## src/rtl/elbeth_memory_arbiter.sv

```systemverilog
// Purpose: round-robin arbiter sharing one single-ported 16K-word memory between instruction fetch and data access.
// Latency: a request seen in IDLE drives mem_en on the next cycle, and ready follows mem_ready combinationally (1 cycle minimum).
// Backpressure: a requester holds en until its ready pulse, and the ungranted requester simply waits.
// Optional watchdog: define ELBETH_ARB_TIMEOUT_EN to abort busy transactions after TIMEOUT_CYCLES cycles.
module elbeth_memory_arbiter #(
    parameter logic [7:0] TIMEOUT_CYCLES = 8'd255
) (
    input  logic        clk,
    input  logic        rst,
    input  logic        i_en,
    input  logic [13:0] i_addr,
    output logic [31:0] i_in_data,
    output logic        i_ready,
    output logic        i_error,
    input  logic        d_en,
    input  logic [13:0] d_addr,
    input  logic [31:0] d_out_data,
    input  logic [3:0]  d_rw,
    output logic [31:0] d_in_data,
    output logic        d_ready,
    output logic        d_error,
    output logic        mem_en,
    output logic [13:0] mem_addr,
    output logic [31:0] mem_out_data,
    output logic [3:0]  mem_rw,
    input  logic [31:0] mem_in_data,
    input  logic        mem_ready,
    input  logic        mem_error
);

    typedef enum logic [1:0] {
        IDLE   = 2'd0,
        BUSY_I = 2'd1,
        BUSY_D = 2'd2
    } state_t;

    state_t      state_q, state_d;
    logic        last_d_q, last_d_d;      // 1: the most recent grant went to D
    logic [13:0] addr_q, addr_d;
    logic [31:0] wdata_q, wdata_d;
    logic [3:0]  rw_q, rw_d;

    logic busy;
    logic resp;
    logic timeout;
    logic done;
    logic err;
    logic grant_i;
    logic grant_d;

    assign busy = (state_q != IDLE);
    assign resp = mem_ready | mem_error;

`ifdef ELBETH_ARB_TIMEOUT_EN
    logic [7:0] cnt_q, cnt_d;

    // Busy-cycle counter: held at zero in IDLE, counts stalled busy cycles.
    always_comb begin
        cnt_d = cnt_q;
        if (!busy) begin
            cnt_d = 8'd0;
        end else if (!resp) begin
            cnt_d = cnt_q + 8'd1;
        end
    end

    // Busy-cycle counter register.
    always_ff @(posedge clk) begin
        if (!rst) begin
            cnt_q <= 8'd0;
        end else begin
            cnt_q <= cnt_d;
        end
    end

    // The N-th busy cycle sees cnt_q == N-1, so the abort lands in that cycle.
    assign timeout = busy && (cnt_q == (TIMEOUT_CYCLES - 8'd1));
`else
    logic unused_timeout_cycles;
    assign unused_timeout_cycles = ^TIMEOUT_CYCLES;
    assign timeout = 1'b0;
`endif

    // A real memory response beats the watchdog; only a bare timeout flags an error on its own.
    assign done = busy & (resp | timeout);
    assign err  = busy & (mem_error | (timeout & ~mem_ready));

    // On a tie the grant goes to whoever was not served last.
    assign grant_d = d_en & (~i_en | ~last_d_q);
    assign grant_i = i_en & ~grant_d;

    // Next-state, grant bookkeeping and request latching.
    always_comb begin
        state_d  = state_q;
        last_d_d = last_d_q;
        addr_d   = addr_q;
        wdata_d  = wdata_q;
        rw_d     = rw_q;
        case (state_q)
            IDLE: begin
                if (grant_d) begin
                    state_d  = BUSY_D;
                    last_d_d = 1'b1;
                    addr_d   = d_addr;
                    wdata_d  = d_out_data;
                    rw_d     = d_rw;
                end else if (grant_i) begin
                    state_d  = BUSY_I;
                    last_d_d = 1'b0;
                    addr_d   = i_addr;
                    wdata_d  = 32'd0;
                    rw_d     = 4'd0;
                end
            end
            BUSY_I, BUSY_D: begin
                if (done) begin
                    state_d = IDLE;
                end
            end
            default: begin
                state_d = IDLE;
            end
        endcase
    end

    // State and latched-request registers.
    always_ff @(posedge clk) begin
        if (!rst) begin
            state_q  <= IDLE;
            last_d_q <= 1'b0;
            addr_q   <= 14'd0;
            wdata_q  <= 32'd0;
            rw_q     <= 4'd0;
        end else begin
            state_q  <= state_d;
            last_d_q <= last_d_d;
            addr_q   <= addr_d;
            wdata_q  <= wdata_d;
            rw_q     <= rw_d;
        end
    end

    // Memory side is driven straight from the latched request.
    assign mem_en       = busy;
    assign mem_addr     = addr_q;
    assign mem_out_data = wdata_q;
    assign mem_rw       = rw_q;

    // Completion pulses go only to the granted side and are suppressed while reset is asserted.
    assign i_ready = rst & (state_q == BUSY_I) & done;
    assign i_error = rst & (state_q == BUSY_I) & err;
    assign d_ready = rst & (state_q == BUSY_D) & done;
    assign d_error = rst & (state_q == BUSY_D) & err;

    assign i_in_data = mem_in_data;
    assign d_in_data = mem_in_data;

endmodule

```

## config.mk

```make
export PLATFORM = sky130hd
export DESIGN_NAME = elbeth_memory_arbiter
export DESIGN_NICKNAME = d
export VERILOG_FILES = /design/src/rtl/elbeth_memory_arbiter.sv
export SDC_FILE = /design/constraint.sdc
export NUM_CORES = 1
export LEC_CHECK = 0
export CORE_MARGIN = 3
export CORE_UTILIZATION = 28
export DETAILED_ROUTE_END_ITERATION = 7
export PLACE_DENSITY_LB_ADDON = 0.12
export SETUP_SLACK_MARGIN = 0.2
export SLEW_MARGIN = 20
export SYNTH_ARGS = -nofsm -noshare
export SYNTH_HDL_FRONTEND = slang
export SYNTH_SLANG_ARGS = --single-unit
```

## constraint.sdc

```tcl
create_clock -name clk -period 1.4 [get_ports clk]
set_input_delay 0.28 -clock clk [delete_from_list [all_inputs] [get_ports clk]]
set_output_delay 0.28 -clock clk [all_outputs]
set_load 0.02 [all_outputs]
```

* After elaboration in Yosys (flattened, before gate mapping) *
Index checks and enable logic that the tools add are counted.

cells by class
  equality and inequality tests = 4
  multiplexer cells = 12
  bitwise operators = 15
  reductions and logical operators = 6

operators with widths
  operator              count
  $mux W32              2
  $mux W14              2
  $and A1 B1 Y1         10
  $mux W4               2
  $mux W2               3
  $pmux W2 S2           1
  $reduce_and A2 Y1     2
  $reduce_bool A2 Y1    2
  $ne A3 B3 Y1 const B  1
  $not A1 Y1            3
  $eq A2 B1 Y1 const B  1
  $eq A2 B2 Y1 const B  1
  $logic_not A2 Y1      1
  $mux W1               2
  $ne A2 B2 Y1 const B  1
  $or A1 B1 Y1          2
  $reduce_or A2 Y1      1

word-level totals
  register bits after elaboration = 53
  input bits = 102
  output and inout bits = 119

* Longest topological paths before layout *
Gate-level depths: netlist of the first run.

  word-level depth = 8
  gate-level depth with buffers = 7

* Least setup slack after synthesis of the first run *
OpenSTA, ideal clock, no wires.

  path kind = register to output
  start = register state_q[0]
  end = output port d_error
  data arrival time = 1231 ps
  data required time = 1120 ps
  path slack = -111 ps
  cell stages (with the launch flop) = 6
  path buffers = 0
  cells stage by stage = dfxtp_1 -> inv_1 -> ha_1 -> inv_1 -> nand2_1 -> nor2_1

on the way
  cells in the longest elaborated chain, start to end = 3
  elaborated cells between the ends (all ways) = 5
  those cells by class = eq/ne (1); bitwise (3); reduce/logical (1)

ends and longest elaborated chain
  what                      RTL line  source
  start: declaration        37        state_t state_q, state_d;
  start signal: assignment  135       state_q <= state_d;
  $reduce_bool A2 Y1        51        assign busy = (state_q != IDLE);
  named net mem_en          22        output logic mem_en,
  $and A1 B1 Y1             86        assign err = busy & (mem_error | (timeout & ~mem_ready));
  $and A1 B1 Y1             153       assign d_error = rst & (state_q == BUSY_D) & err;
  end: declaration          21        output logic d_error,

The timed path passes the listed nets, and every way through them passes these cells.

* Worst setup path in the final report of the first run *
  start = register state_q[1]
  end = output port i_ready

on the way
  cells in the longest elaborated chain, start to end = 3
  elaborated cells between the ends (all ways) = 5
  those cells by class = eq/ne (1); bitwise (3); reduce/logical (1)

ends and longest elaborated chain
  what                                                RTL line  source
  $eq A2 B1 Y1 or $reduce_bool A2 Y1 (tied branches)  150, 51
  $and A1 B1 Y1 (on tied branches)                    150, 85
  $and A1 B1 Y1 *                                     150       assign i_ready = rst & (state_q == BUSY_I) & done;
  end: declaration                                    13        output logic i_ready,

Every way passes the cells marked *; elsewhere a longest branch is shown, timed or not.

==> run summary, run 1 <==
Max Fclk -> 636.4 MHz
WL met1 -> 2.894 mm
Worst Tran Pin Value -> 0.3520 ns
Filler instances -> 806
Top sig layer -> met4
Worst hold path type -> flop to flop
Final setup vio count -> 56
Final hold vios -> 0
Hold depth -> 1
WL final -> 7.356 mm
Syn_nets -> 360
Die width -> 99.21 um
Multi-input gate area in the final layout -> 933.4 um2
Wire length per cell -> 16.53 um
Pleak -> 1.627 nW
Post-synthesis register bit count -> 53
Max-slew headroom -> 76.46%
Area delta synth->final -> 51.85%
TritonCTS clock tree -> yes
Fin util -> 44.28%
VDD IR max -> 0.0006329 V
PnR worst setup slack -> -0.1712 ns
Port buffer count -> 124
Most frequent cells in the layout -> 68 x clkdlybuf4s50_1, 50 x dfxtp_1, 50 x buf_2, 37 x a22o_1, 29 x nand2_1
First-pass GRT wire length -> 11.13 mm
CTS sink count -> 53
Layout cells sized above 1 -> 38.53%
GP Congestion -> 0.6772
Tot GR Track Use -> 14.26%
Post-synthesis cell count -> 255
Reg clk slew, reported paths -> 0.10 ns
GRT overflow -> 0
1st-iter DRT viols -> 25
Syn_area_per_cell -> 9.539 um2
Crit end category -> output port
Root Buffer -> clkbuf_8
Yosys warnings -> 0
Power Density -> 1816 nW/um2
Core box area -> 8341 um2
Largest net degree at the start of global routing -> 27
Slew Viols, Final -> 0
DRC violation count after routing -> 0
WP data arrival -> 1.29 ns
Initial core utilization -> 29.16%
Final period util -> 112.2%
Die footprint -> 9842 um2
Avg Vias per Cell -> 4.634
Commonest non-fill, non-tap cell in the layout -> clkdlybuf4s50_1
# diodes -> 0
Vias in the first global route -> 2063
Sequential fraction of the synthesis area -> 43.62%
First-pass iteration count of the detailed router -> 4
Seq. cell area -> 1065 um2
Critical Path Source Type -> flop
Run status -> finished, violations left
Clk_lat worst skew -> 0.30 ns
Ports -> 221
FF-to-FF path depth -> 9
CTS Buffer Depth -> 2
Worst path required time -> 1.12 ns
Critical path type -> flop to output port
Mapped cell area -> 2432 um2
Unique masters post-synth -> 27
Final ANT Viol Nets -> 0
Final Hold Slack -> 0.4817 ns
Die Height -> 99.21 um
MaxCap Viol Count -> 0
Final nets -> 444
Failing checks -> setup timing
H-tree Lvls -> 2
Metal2 WL -> 3.630 mm
Site row count -> 33
Clock Skew -> 0.005555 ns
Total number of vias -> 2062
RSZ-0062 raised after global routing -> true
Fin crit period -> 1.571 ns
Max Fanout on Critical Path -> 3
Initial antenna violation count -> 0
WL met3 -> 709 um
HPWL after DPL -> 4.857 mm
Num CTS Buffers -> 5
## final cells by class
| cell class | instances | share of cell area, % |
|---|---|---|
| Clock buffer | 5 | 1.863 |
| Clock inverter | 3 | 0.5759 |
| Timing Repair Buffer | 154 | 39.40 |
| Sequential cell | 53 | 28.83 |
| Multi-Input combinational cell | 120 | 25.27 |
| Inverter | 5 | 0.5081 |
| Tap cell | 105 | 3.557 |
## cell families (layout without fill, tap and decap cells)
family	Yosys count	after routing	synth area share [%]
AND/OR/NAND/NOR	41	41	6.893
adder cells (fa/ha/maj)	3	3	1.543
AO/OA/AOI/OAI	76	76	23.87
flip-flops	53	53	43.62
buffers and inverters	82	167	24.07
## power by group
part | internal (mW) | switching, mW
Combinational | 1.90 | 1.77
Clock | 0.356 | 0.527
Sequential | 1.91 | 0.240
Total | 4.17 | 2.54
## registers in the layout, indices dropped and copies added, names as in the netlist
| register | flops |
|---|---|
| mem_out_data | 32 |
| last_d_q | 1 |
| mem_addr | 14 |
| mem_rw | 4 |
| state_q | 2 |
## cells in the mapped netlist
cell	n	area, um2
o21ai_1	6	30.03
o21bai_1	1	7.510
a32oi_1	1	8.760
nand4_1	1	6.260
buf_6	2	22.52
o211a_1	1	10.01
inv_1	5	18.77
a21oi_4	1	16.27
nand3_1	1	5.000
nand2_1	32	120.1
o21ai_0	8	40.04
buf_4	68	510.5
buf_2	6	30.03
o21a_2	1	8.760
a21oi_1	2	10.01
a22o_1	37	324.1
dfxtp_1	53	1061
nor2_4	1	11.26
a21boi_2	1	11.26
clkbuf_1	1	3.750
or2_2	1	6.260
o31ai_1	1	7.510
a311oi_1	1	8.760
ha_1	3	37.54
nor2_1	5	18.77
a31oi_1	14	87.58
a21bo_2	1	10.01
## critical path, stage by stage, from the launching register on
cell and delay, ns:
dfxtp_2 0.36, inv_2 0.05, ha_4 0.16, o21bai_4 0.19, nor2_4 0.10, buf_6 0.12
## timing repair
| item | in CTS | in global routing |
|---|---|---|
| endpoints found under the setup margin | 108 | 71 |
| pin swaps | 2 | 7 |
| gates cloned | 4 | 4 |
| hold buffers | 0 | 0 |
| hold endpoints to repair | 0 | 0 |
| setup buffers | 8 | 0 |
| resized for setup | 251 | 25 |
## stage by stage
stage | cell area (um2) | instances | TNS, ns | power, mW | setup slack (ns)
floorplan | 2531 | 255 | 0 | 4.106 | 0.1848
global placement | 3476 | 421 | -17.07 | 5.186 | -0.5181
detailed placement | 3476 | 421 | -17.97 | 5.179 | -0.5628
CTS | 3640 | 441 | -7.120 | 6.533 | -0.1910
global route | 3694 | 445 | -11.53 | 7.123 | -0.2629
finish | 3694 | 445 | -6.832 | 6.707 | -0.1712
## per-layer routing
layer  vias to the layer above  GRT usage [%]
li1                       1000              -
met1                       934          16.25
met2                       109          25.15
met3                        19          4.909
met4                         0          4.202
met5                         -              0
## final timing paths
kind,from,to,slack (ns)
worst max-delay path,state_q[1],i_ready,-0.17
worst max register to register,state_q[1],mem_out_data[7],-0.16
worst min register to register,mem_out_data[6],mem_out_data[6],0.48
worst min-delay path,mem_out_data[6],mem_out_data[6],0.48
Note: power is estimated with default switching activity, not from simulation.
==> run 2, diff against run 1 <==
--- a/config.mk
+++ b/config.mk
@@ -5,6 +5,7 @@
 export SDC_FILE = /design/constraint.sdc
 export NUM_CORES = 1
 export LEC_CHECK = 0
+export CAP_MARGIN = 30
 export CORE_MARGIN = 3
 export CORE_UTILIZATION = 28
 export DETAILED_ROUTE_END_ITERATION = 7
@@ -14,3 +15,4 @@
 export SYNTH_ARGS = -nofsm -noshare
 export SYNTH_HDL_FRONTEND = slang
 export SYNTH_SLANG_ARGS = --single-unit
+export TNS_END_PERCENT = 5
==> run 2 against run 1 <==
Net effect:
- the flow still finishes with violations (setup timing)
- utilization is 3.5 points lower
- die area is the same
- sequential share of layout area is 2.5 points higher
- critical path depth stayed put
- flip-flop and latch count stayed put
- sequential power hardly changed
- count of clock-buffer cells in the layout is the same
- largest cell class unchanged
- highest routed layer unchanged
- register-to-register slack gained 0.07 ns
- final cell count shrank 3.1%
==> run summary, run 2 (synthesized netlist as in run 1, its figures left out) <==
Run status -> finished, violations left
Failing checks -> setup timing
Fin Setup TNS -> -3.193 ns
CTS Buffer Depth -> 2
1st-iter DRT viols -> 27
Crit end category -> output port
Final Hold Slack -> 0.4827 ns
WP data arrival -> 1.29 ns
Worst hold path type -> flop to flop
Fin crit period -> 1.566 ns
Site row count -> 33
Clock Skew -> 0.005308 ns
Largest net degree at the start of global routing -> 37
Sequential power share -> 36.3%
First-pass GRT wire length -> 10.39 mm
Crit-path slowest cell -> dfxtp_2
Layout cells sized above 1 -> 34.05%
Worst Tran Pin Value -> 0.3016 ns
VDD IR max -> 0.0005857 V
Root Buffer -> clkbuf_8
Ports -> 221
Critical path type -> flop to output port
Post-CTS Hold Fix Bufs -> 0
Max-slew headroom -> 79.89%
Final hold vios -> 0
Net Sw Power -> 2.301 mW
TritonCTS clock tree -> yes
Initial core utilization -> 29.16%
GRT overflow -> 0
DRC violation count after routing -> 0
Layout Cells excl Fill -> 431
PnR worst setup slack -> -0.1655 ns
H-tree Lvls -> 2
DP Area -> 3476 um2
Switching part of the total -> 39.09%
Place WS -> -0.5628 ns
Worst path required time -> 1.12 ns
Initial antenna violation count -> 0
Final ANT Viol Nets -> 0
Avg Vias per Cell -> 4.601
Design area -> 3398 um2
CTS sink count -> 53
Placed cell count -> 421
Crit path largest cell delay -> 0.36 ns
Max Fclk -> 638.8 MHz
Largest register FFs -> 32
Wire length per cell -> 15.33 um
Overall power -> 5.885 mW
Clk_lat worst skew -> 0.30 ns
Die width -> 99.21 um
GP Congestion -> 0.6772
Comb pwr share -> 48.8%
First-pass iteration count of the detailed router -> 4
WL final -> 6.606 mm
Clock share of power -> 14.9%
Core box area -> 8341 um2
RSZ-0062 raised after global routing -> true
Most frequent cells in the layout -> 67 x clkdlybuf4s50_1, 50 x dfxtp_1, 50 x buf_2, 37 x a22o_1, 29 x nand2_1
Pleak -> 1.495 nW
MaxCap Viol Count -> 0
Tot GR Track Use -> 13.15%
Total number of vias -> 1983
Slew Viols, Final -> 0
Final period util -> 111.8%
Num CTS Buffers -> 5
Power Density -> 1732 nW/um2
HPWL after DPL -> 4.857 mm
Vias in the first global route -> 1983
Die footprint -> 9842 um2
# diodes -> 0
Port buffer count -> 124
Reg clk slew, reported paths -> 0.10 ns
Crit-path cells -> inv_2 > ha_4 > o21bai_4 > nor2_4 > buf_6
Die Height -> 99.21 um
Pint -> 3.584 mW
Critical Path Source Type -> flop
Max Fanout on Critical Path -> 3
Final setup vio count -> 45
Area delta synth->final -> 39.71%
Fin util -> 40.74%
Final nets -> 430
Commonest non-fill, non-tap cell in the layout -> clkdlybuf4s50_1
[run 2: cell count changes in the layout (fill, tap and decap cells not counted), moves of 2 or more]
cell,previous run,this run
buf_6,14,7
o21ai_1,0,4
o21ai_2,14,10
clkbuf_16,3,0
buf_16,2,0
[run 2: power groups by stage]
stage	logic [mW]	clock network [mW]	registers, mW
6_report	2.87	0.877	2.14
4_1_cts	2.90	0.932	2.13
3_5_place_dp	3.02	0	2.15
2_1_floorplan	1.53	0	2.57
5_1_grt	3.08	0.991	2.20
3_3_place_gp	3.03	0	2.15
[run 2: final cells by class]
cell class	count	area, um2
inverters	5	18.77
clock buffers	5	68.82
well taps	105	131.4
clock inverters	3	21.27
multi-input cells	120	900.9
flip-flops and latches	53	1065
repair buffers	140	1192
fillers	836	4942
[run 2: layer usage]
| layer | share of wire (%) | GRT usage [%] |
|---|---|---|
| met5 | 0 | 0 |
| met4 | 1.2 | 3.887 |
| met3 | 10 | 4.558 |
| met2 | 49 | 22.99 |
| met1 | 39 | 15.13 |
[run 2: worst max-delay path, delay by kind of cell, from the launching register on]
kind | cells | cell delay [ns]
AO/OA/AOI/OAI | 1 | 0.19
AND/OR/NAND/NOR | 1 | 0.10
flip-flops | 1 | 0.36
adder cells (fa/ha/maj) | 1 | 0.16
buffers and inverters | 2 | 0.17
[run 2: what timing repair did]
| item | in CTS | in global routing |
|---|---|---|
| resized for setup | 232 | 26 |
| endpoints found under the setup margin | 108 | 74 |
| setup buffers | 2 | 0 |
| pin swaps | 17 | 9 |
[run 2: final timing paths]
check | slack, ns | start | endpoint | cells past startpoint
min reg2reg | 0.48 | mem_out_data[16] | mem_out_data[16] | 1
max | -0.17 | state_q[1] | i_ready | 5
min | 0.48 | mem_out_data[16] | mem_out_data[16] | 1
max reg2reg | -0.09 | state_q[1] | mem_out_data[14] | 8
